`src/rtl/sb_rx_transaction_decoder.sv`:
```
// sb_rx_transaction_decoder
//   Receive side of the USB4 sideband link. Synchronizes and deserializes the
//   sbrx line (start bit, 8 data bits LSB first, stop bit) and decodes the
//   framed sideband transactions carried on it:
//     LT : DLE, LSE, ~LSE
//     AT : DLE, STX, payload (DLE stuffed), CRC hi, CRC lo, DLE, ETX
//   Each good transaction is reported with a one-cycle valid pulse; the
//   decoded data is held until the next transaction of the same kind.
// Ports
//   sb_clk, rst         clock, synchronous active-high reset
//   enable              0 holds both FSMs idle and ignores the line
//   sbrx                asynchronous serial input, idle high
//   lt_valid, lt_lse    LT decoded pulse / LSE byte of the last good LT
//   at_valid            AT decoded pulse
//   at_is_cmd           1: command STX (05), 0: response STX (04)
//   at_len, at_data     payload byte count / payload, byte0 in [7:0]
//   frame_err, crc_err  error pulses
//   busy                a character or transaction is in progress
// Build option
//   SB_RX_CRC_CHECK_EN  when defined, the CRC-16 (poly 8005, init FFFF, over
//                       STX and unstuffed payload) is checked and a mismatch
//                       pulses crc_err instead of at_valid. When undefined no
//                       CRC logic exists and crc_err is tied low.
module sb_rx_transaction_decoder #(
   parameter int CLKS_PER_BIT      = 10,
   parameter int MAX_PAYLOAD_BYTES = 8
) (
   input  logic                                   sb_clk,
   input  logic                                   rst,
   input  logic                                   enable,
   input  logic                                   sbrx,
   output logic                                   lt_valid,
   output logic [7:0]                             lt_lse,
   output logic                                   at_valid,
   output logic                                   at_is_cmd,
   output logic [$clog2(MAX_PAYLOAD_BYTES+1)-1:0] at_len,
   output logic [8*MAX_PAYLOAD_BYTES-1:0]         at_data,
   output logic                                   frame_err,
   output logic                                   crc_err,
   output logic                                   busy
);

   localparam int LW     = $clog2(MAX_PAYLOAD_BYTES + 1);
   localparam int NSTORE = MAX_PAYLOAD_BYTES + 2;     // payload plus CRC bytes
   localparam int CW     = $clog2(NSTORE + 1);
   localparam int KW     = $clog2(CLKS_PER_BIT);
   localparam logic [CW-1:0] CNT_FULL = CW'(NSTORE);
   localparam logic [7:0] DLE = 8'hFE, ETX = 8'h40, STX_CMD = 8'h05, STX_RSP = 8'h04;

   typedef enum logic [1:0] {B_IDLE, B_START, B_DATA, B_STOP} bit_st_t;
   typedef enum logic [2:0] {P_IDLE, P_DLE, P_LT, P_AT, P_AT_DLE} par_st_t;

   logic [2:0]              sync_q, sync_d;      // [1] = synchronized line, [2] = previous
   bit_st_t                 bst_q, bst_d;
   logic [KW-1:0]           clk_cnt_q, clk_cnt_d;
   logic [2:0]              bit_idx_q, bit_idx_d;
   logic [7:0]              shift_q, shift_d;
   logic                    brk_q, brk_d;        // stop bit was low, waiting for line high
   par_st_t                 pst_q, pst_d;
   logic [7:0]              lse_q, lse_d;
   logic                    cmd_q, cmd_d;
   logic [CW-1:0]           cnt_q, cnt_d;
   logic [8*NSTORE-1:0]     buf_q, buf_d;
   logic                    lt_valid_q, lt_valid_d, at_valid_q, at_valid_d;
   logic [7:0]              lt_lse_q, lt_lse_d;
   logic                    at_is_cmd_q, at_is_cmd_d;
   logic [LW-1:0]           at_len_q, at_len_d;
   logic [8*MAX_PAYLOAD_BYTES-1:0] at_data_q, at_data_d;
   logic                    frame_err_q, frame_err_d, crc_err_q, crc_err_d;
   logic                    rx, fall, byte_stb, stop_err, store_en;
   logic [7:0]              store_byte;

`ifdef SB_RX_CRC_CHECK_EN
   logic [15:0] crc_q, crc_d, rx_crc;
   logic [7:0]  fold_byte;

   function automatic logic [15:0] crc_upd(input logic [15:0] c, input logic [7:0] b);
      logic [15:0] r;
      r = c;
      for (int i = 7; i >= 0; i--) begin
         if (r[15] ^ b[i]) r = {r[14:0], 1'b0} ^ 16'h8005;
         else              r = {r[14:0], 1'b0};
      end
      return r;
   endfunction
`endif

   assign rx   = sync_q[1];
   assign fall = sync_q[2] & ~sync_q[1];

   always_comb begin
      sync_d      = {sync_q[1:0], sbrx};
      bst_d       = bst_q;
      clk_cnt_d   = clk_cnt_q;
      bit_idx_d   = bit_idx_q;
      shift_d     = shift_q;
      brk_d       = brk_q;
      pst_d       = pst_q;
      lse_d       = lse_q;
      cmd_d       = cmd_q;
      cnt_d       = cnt_q;
      buf_d       = buf_q;
      lt_valid_d  = 1'b0;
      lt_lse_d    = lt_lse_q;
      at_valid_d  = 1'b0;
      at_is_cmd_d = at_is_cmd_q;
      at_len_d    = at_len_q;
      at_data_d   = at_data_q;
      frame_err_d = 1'b0;
      crc_err_d   = 1'b0;
      byte_stb    = 1'b0;
      stop_err    = 1'b0;
      store_en    = 1'b0;
      store_byte  = '0;
`ifdef SB_RX_CRC_CHECK_EN
      crc_d     = crc_q;
      // The CRC runs two bytes behind the store pointer, since the last two
      // stored bytes turn out to be the CRC itself once ETX arrives.
      fold_byte = '0;
      rx_crc    = '0;
      for (int i = 0; i < NSTORE - 1; i++) begin
         if (cnt_q == CW'(i + 2)) begin
            fold_byte = buf_q[8*i +: 8];
            rx_crc    = {buf_q[8*i +: 8], buf_q[8*(i+1) +: 8]};
         end
      end
`endif

      if (!enable) begin
         bst_d = B_IDLE;
         pst_d = P_IDLE;
         brk_d = 1'b0;
      end else begin
         // ---- bit FSM ----
         case (bst_q)
            B_IDLE: if (fall) begin
               bst_d     = B_START;
               clk_cnt_d = KW'(CLKS_PER_BIT/2 - 1);
            end
            B_START: if (clk_cnt_q == '0) begin
               if (rx) bst_d = B_IDLE;           // false start / glitch
               else begin
                  bst_d     = B_DATA;
                  clk_cnt_d = KW'(CLKS_PER_BIT - 1);
                  bit_idx_d = '0;
               end
            end else clk_cnt_d = clk_cnt_q - 1'b1;
            B_DATA: if (clk_cnt_q == '0) begin
               shift_d   = {rx, shift_q[7:1]};
               bit_idx_d = bit_idx_q + 1'b1;
               clk_cnt_d = KW'(CLKS_PER_BIT - 1);
               if (bit_idx_q == 3'd7) begin
                  bst_d = B_STOP;
                  brk_d = 1'b0;
               end
            end else clk_cnt_d = clk_cnt_q - 1'b1;
            default: if (clk_cnt_q == '0) begin   // B_STOP; counter parks at 0 on a break
               if (rx) begin
                  bst_d    = B_IDLE;
                  byte_stb = ~brk_q;
               end else if (!brk_q) begin
                  stop_err = 1'b1;
                  brk_d    = 1'b1;
               end
            end else clk_cnt_d = clk_cnt_q - 1'b1;
         endcase

         // ---- parser FSM ----
         if (stop_err) begin
            frame_err_d = 1'b1;
            pst_d       = P_IDLE;
         end else if (byte_stb) begin
            case (pst_q)
               P_IDLE: if (shift_q == DLE) pst_d = P_DLE;
               P_DLE: if (shift_q == STX_CMD || shift_q == STX_RSP) begin
                  pst_d = P_AT;
                  cmd_d = (shift_q == STX_CMD);
                  cnt_d = '0;
`ifdef SB_RX_CRC_CHECK_EN
                  crc_d = crc_upd(16'hFFFF, shift_q);
`endif
               end else begin
                  lse_d = shift_q;
                  pst_d = P_LT;
               end
               P_LT: begin
                  if (shift_q == ~lse_q) begin
                     lt_valid_d = 1'b1;
                     lt_lse_d   = lse_q;
                  end else frame_err_d = 1'b1;
                  pst_d = P_IDLE;
               end
               P_AT: if (shift_q == DLE) pst_d = P_AT_DLE;
                     else begin
                        store_en   = 1'b1;
                        store_byte = shift_q;
                     end
               default: begin                     // P_AT_DLE
                  pst_d = P_IDLE;
                  if (shift_q == DLE) begin
                     pst_d      = P_AT;
                     store_en   = 1'b1;
                     store_byte = DLE;
                  end else if (shift_q != ETX || cnt_q < CW'(2)) begin
                     frame_err_d = 1'b1;
`ifdef SB_RX_CRC_CHECK_EN
                  end else if (rx_crc != crc_q) begin
                     crc_err_d = 1'b1;
`endif
                  end else begin
                     at_valid_d  = 1'b1;
                     at_is_cmd_d = cmd_q;
                     at_len_d    = LW'(cnt_q - CW'(2));
                     for (int i = 0; i < MAX_PAYLOAD_BYTES; i++)
                        at_data_d[8*i +: 8] = (CW'(i) < cnt_q - CW'(2)) ? buf_q[8*i +: 8] : 8'h00;
                  end
               end
            endcase

            if (store_en) begin
               if (cnt_q == CNT_FULL) begin      // no room left: overflow
                  frame_err_d = 1'b1;
                  pst_d       = P_IDLE;
               end else begin
                  for (int i = 0; i < NSTORE; i++)
                     if (cnt_q == CW'(i)) buf_d[8*i +: 8] = store_byte;
                  cnt_d = cnt_q + 1'b1;
`ifdef SB_RX_CRC_CHECK_EN
                  if (cnt_q >= CW'(2)) crc_d = crc_upd(crc_q, fold_byte);
`endif
               end
            end
         end
      end
   end

   always_ff @(posedge sb_clk) begin
      if (rst) begin
         sync_q      <= 3'b111;
         bst_q       <= B_IDLE;
         clk_cnt_q   <= '0;
         bit_idx_q   <= '0;
         shift_q     <= '0;
         brk_q       <= 1'b0;
         pst_q       <= P_IDLE;
         lse_q       <= '0;
         cmd_q       <= 1'b0;
         cnt_q       <= '0;
         buf_q       <= '0;
         lt_valid_q  <= 1'b0;
         lt_lse_q    <= '0;
         at_valid_q  <= 1'b0;
         at_is_cmd_q <= 1'b0;
         at_len_q    <= '0;
         at_data_q   <= '0;
         frame_err_q <= 1'b0;
         crc_err_q   <= 1'b0;
`ifdef SB_RX_CRC_CHECK_EN
         crc_q       <= 16'hFFFF;
`endif
      end else begin
         sync_q      <= sync_d;
         bst_q       <= bst_d;
         clk_cnt_q   <= clk_cnt_d;
         bit_idx_q   <= bit_idx_d;
         shift_q     <= shift_d;
         brk_q       <= brk_d;
         pst_q       <= pst_d;
         lse_q       <= lse_d;
         cmd_q       <= cmd_d;
         cnt_q       <= cnt_d;
         buf_q       <= buf_d;
         lt_valid_q  <= lt_valid_d;
         lt_lse_q    <= lt_lse_d;
         at_valid_q  <= at_valid_d;
         at_is_cmd_q <= at_is_cmd_d;
         at_len_q    <= at_len_d;
         at_data_q   <= at_data_d;
         frame_err_q <= frame_err_d;
         crc_err_q   <= crc_err_d;
`ifdef SB_RX_CRC_CHECK_EN
         crc_q       <= crc_d;
`endif
      end
   end

   assign lt_valid  = lt_valid_q;
   assign lt_lse    = lt_lse_q;
   assign at_valid  = at_valid_q;
   assign at_is_cmd = at_is_cmd_q;
   assign at_len    = at_len_q;
   assign at_data   = at_data_q;
   assign frame_err = frame_err_q;
   assign crc_err   = crc_err_q;
   assign busy      = (bst_q != B_IDLE) || (pst_q != P_IDLE);

endmodule

```
`config.mk`:
```
export PLATFORM = sky130hd
export DESIGN_NAME = sb_rx_transaction_decoder
export DESIGN_NICKNAME = d
export VERILOG_FILES = /design/src/rtl/sb_rx_transaction_decoder.sv
export SDC_FILE = /design/constraint.sdc
export NUM_CORES = 1
export LEC_CHECK = 0
export ABC_AREA = 0
export CAP_MARGIN = 20
export CORE_MARGIN = 5
export CORE_UTILIZATION = 25
export DETAILED_ROUTE_END_ITERATION = 10
export PLACE_DENSITY = 0.38
export SYNTH_ARGS = -nofsm -noshare
export SYNTH_HDL_FRONTEND = slang
export SYNTH_SLANG_ARGS = --single-unit
export TNS_END_PERCENT = 100
```
`constraint.sdc`:
```
create_clock -name sb_clk -period 3 [get_ports sb_clk]
set_clock_uncertainty 0.05 [all_clocks]
set_input_delay 0.6 -clock sb_clk [delete_from_list [all_inputs] [get_ports sb_clk]]
set_output_delay 0.6 -clock sb_clk [all_outputs]
set_load 0.1 [all_outputs]
```
==> impl_results.md <==
- Wirelength, routed: ~21000 µm
- Fraction of synthesized area in multiplexers: 0.0873
- Vias in the first global route: about 6000
- Post-CTS Setup Bufs: 0
- GR Overflow Total: 0
- Starting Density: 0.252
- Status: finished clean
- Total Power: roughly 4.8 mW
- H-tree depth: 4
- Worst Tran Pin Value: 1.13 ns
- DR WL/cell: approximately 16 µm
- CP Class: flip-flop to output pin
- Post-DP Area: around 8700 µm²
- CTS Hold Buffers Added: 0
- Crit-path slowest cell: or4b_2
- Via count: between 5000 and 6000
- Delay-heaviest family, CP: simple AND/OR/NAND/NOR gates
- Worst EP required: 2.35 ns
- Post-Syn Instances: 850
- Fin. max-slew vios: 0
- Final setup viols: 0
- Max-Cap Viols: 0
- CORE AREA: between 20000 and 30000 µm²
- Slew Limit Headroom: 0.243
- Cell taking the most area after synthesis: dfxtp_1
- Syn avg cell area: roughly 8.8 µm²
- Crit path time final: about 2.8 ns
- Initial drt markers: approximately 340
- Post-synth cell types: a little over 60
- Hold Path Cell Cnt: 1
- CP max FO: 9
- Antenna Violating Nets Remaining: 0
- Crit path largest cell delay: 0.66 ns
- Clock sinks: 181
- Synth Net Count: 870
- Initial antenna violation count: 0
- Die ar.: between 30000 and 40000 µm²
- Fin area: a little over 9000 µm²
- Fillers: 3181
- GRT Total Usage: 0.129
- Simple-Gate Fraction of Synth Area: 0.236
- Drc violations: 0
- CTS-repair resized insts: 0
- Fin util: 0.313
- Number of flops mapped to enable cells by yosys: 0
- Worst path arrival time: 2.19 ns
- PortBufs: 84
- Final hold slack: roughly 0.37 ns
- Levels on crit path: 4
- Gpl congestion: around 0.74
- Layout cells sized above 1: 0.177
- Static leakage: 3.78 nW
- Critical path buffers and inverters: 2
- FP Rows: between 60 and 70
- Cell Pwr Density: roughly 510 nW/µm²
- Largest net degree at the start of global routing: slightly above 70
- Clk slew on worst S/H paths: roughly 0.08 ns
- Cell Area, Synth: 7450 µm²
- Synth area leaders: dfxtp_1 (49%), mux2i_1 (8.7%), nand2_1 (6.3%)
- Synth warn: 0
- Hold WC Path Type: flip-flop to flip-flop
- FF-to-FF path depth: 5
- Most frequent cell after synthesis: dfxtp_1
- Critical Path Sink Type: output pin
- Die width: 183 µm
- First-pass GRT wire length: 34700 µm
- Fmax: 0.353 GHz
- CP startpoint kind: flip-flop
- Flop and latch count out of synthesis: 181
- Worst-path cell chain: inv_1 -> ha_1 -> or4b_2 -> buf_4
- ANT cells: 0
- Nets: 954
- Pre-antenna DRT Iters: 4
- Main flop type after synthesis: dfxtp_1
- Ys async rst share: 0
- CTS max path bufs: 2
- Final Hold Viols: 0
- Clk root buf: clkbuf_16
- Inserted Clock Buffers: 17
- XOR/XNOR Fraction of Synth Area: 0.0118
- Final period utilization: 0.945
- Die Y-Extent: 183 µm
- Area grow syn2layout: 24.3%
- Clk_lat worst skew: about 0.43 ns
- Post-DP HPWL: around 14000 µm
- CTS tree: built
- Peak VDD IR: roughly 0.35 mV
- I/O pins: 86
- Final setup TNS: 0 ns
- Top cell type's share of synthesized area: 0.486
- Adder-Cell Fraction of Synth Area: 0.0269
- Synth Area in Compound Gates: 0.112
- Main combinational cell family by area after synthesis: simple AND/OR/NAND/NOR gates
- Post-synth top cells: dfxtp_1 (181), nand2_1 (126), a21oi_1 (93), nor2_1 (93), nand3_1 (86)
- Post-synthesis sequential area ratio: 0.486
- Vias per inst: ~4.5
- RSZ-0062 raised after global routing: no
-- metrics by stage --
step	cells	worst slack, ns
floorplan	850	0.640
global placement	1305	0.365
detailed placement	1305	0.320
CTS	1337	0.0996
global route	1337	0.0441
finish	1337	0.164
-- sequential cells by signal, indices dropped and copies added (netlist names) --
name and flops:
at_data 64, buf_q 64, lse_q 8, lt_lse 8
shift_q 8, at_len 4, clk_cnt_q 4, cnt_q 4
bit_idx_q 3, pst_q 3, sync_q 3, bst_q 2
at_is_cmd 1, at_valid 1, brk_q 1, cmd_q 1
frame_err 1, lt_valid 1
-- cell type report --
cell class | instances | area [µm²] | share of cell area
repair buffers | 120 | 981 | 0.106
well taps | 390 | 488 | 0.0527
clock buffers | 18 | 429 | 0.0463
multi-input cells | 601 | 3540 | 0.382
inverters | 13 | 48.8 | 0.00527
flip-flops and latches | 181 | 3620 | 0.391
clock inverters | 14 | 150 | 0.0162
-- final timing paths --
kind / startpoint / to / slack, ns
min reg2reg: sync_q[0] / sync_q[1] / 0.37
max: bst_q[0] / busy / 0.16
max reg2reg: shift_q[2] / buf_q[15] / 0.35
min: sync_q[0] / sync_q[1] / 0.37
-- kinds of logic after synthesis --
logic type                 Yosys count
and+or+nand+nor                    372
adders and majority gates           16
other                                1
DFF                                181
AOI/OAI and AO/OA                  137
buffers and inverters               68
xor gates and xnor gates            10
muxes                               65
-- power breakdown --
| part | internal (mW) | total (mW) | switching [mW] |
|---|---|---|---|
| logic | 0.0302 | 0.105 | 0.0747 |
| registers | 2.40 | 2.41 | 0.00298 |
| clock network | 1.12 | 2.24 | 1.12 |
-- layer usage --
| metal | GRT usage | wire, µm |
|---|---|---|
| met5 | 0 | 0 |
| met4 | 0.0342 | 249 |
| met3 | 0.0203 | 611 |
| met2 | 0.196 | 9230 |
| met1 | 0.191 | 11400 |
-- placed cells by master (no fill, tap or decap), drive strengths merged, types with 3 or more instances in the layout --
| cell | netlist | routed |
|---|---|---|
| dfxtp | 181 | 181 |
| nand2 | 126 | 126 |
| buf | 21 | 118 |
| nor2 | 93 | 93 |
| a21oi | 93 | 93 |
| nand3 | 87 | 87 |
| mux2i | 65 | 65 |
| inv | 13 | 22 |
| nand3b | 18 | 18 |
| clkbuf | 34 | 18 |
| ha | 16 | 16 |
| xnor2 | 9 | 9 |
| a211oi | 8 | 8 |
| nand2b | 7 | 7 |
| o21ai | 7 | 7 |
| o2111ai | 7 | 7 |
| or2 | 6 | 6 |
| nor3 | 6 | 6 |
| a21boi | 5 | 5 |
| nand4 | 4 | 4 |
| nand4b | 3 | 3 |
| o2111a | 3 | 3 |
| nor4 | 3 | 3 |
| clkinv | 0 | 3 |
(Power assumes the default switching activity.)
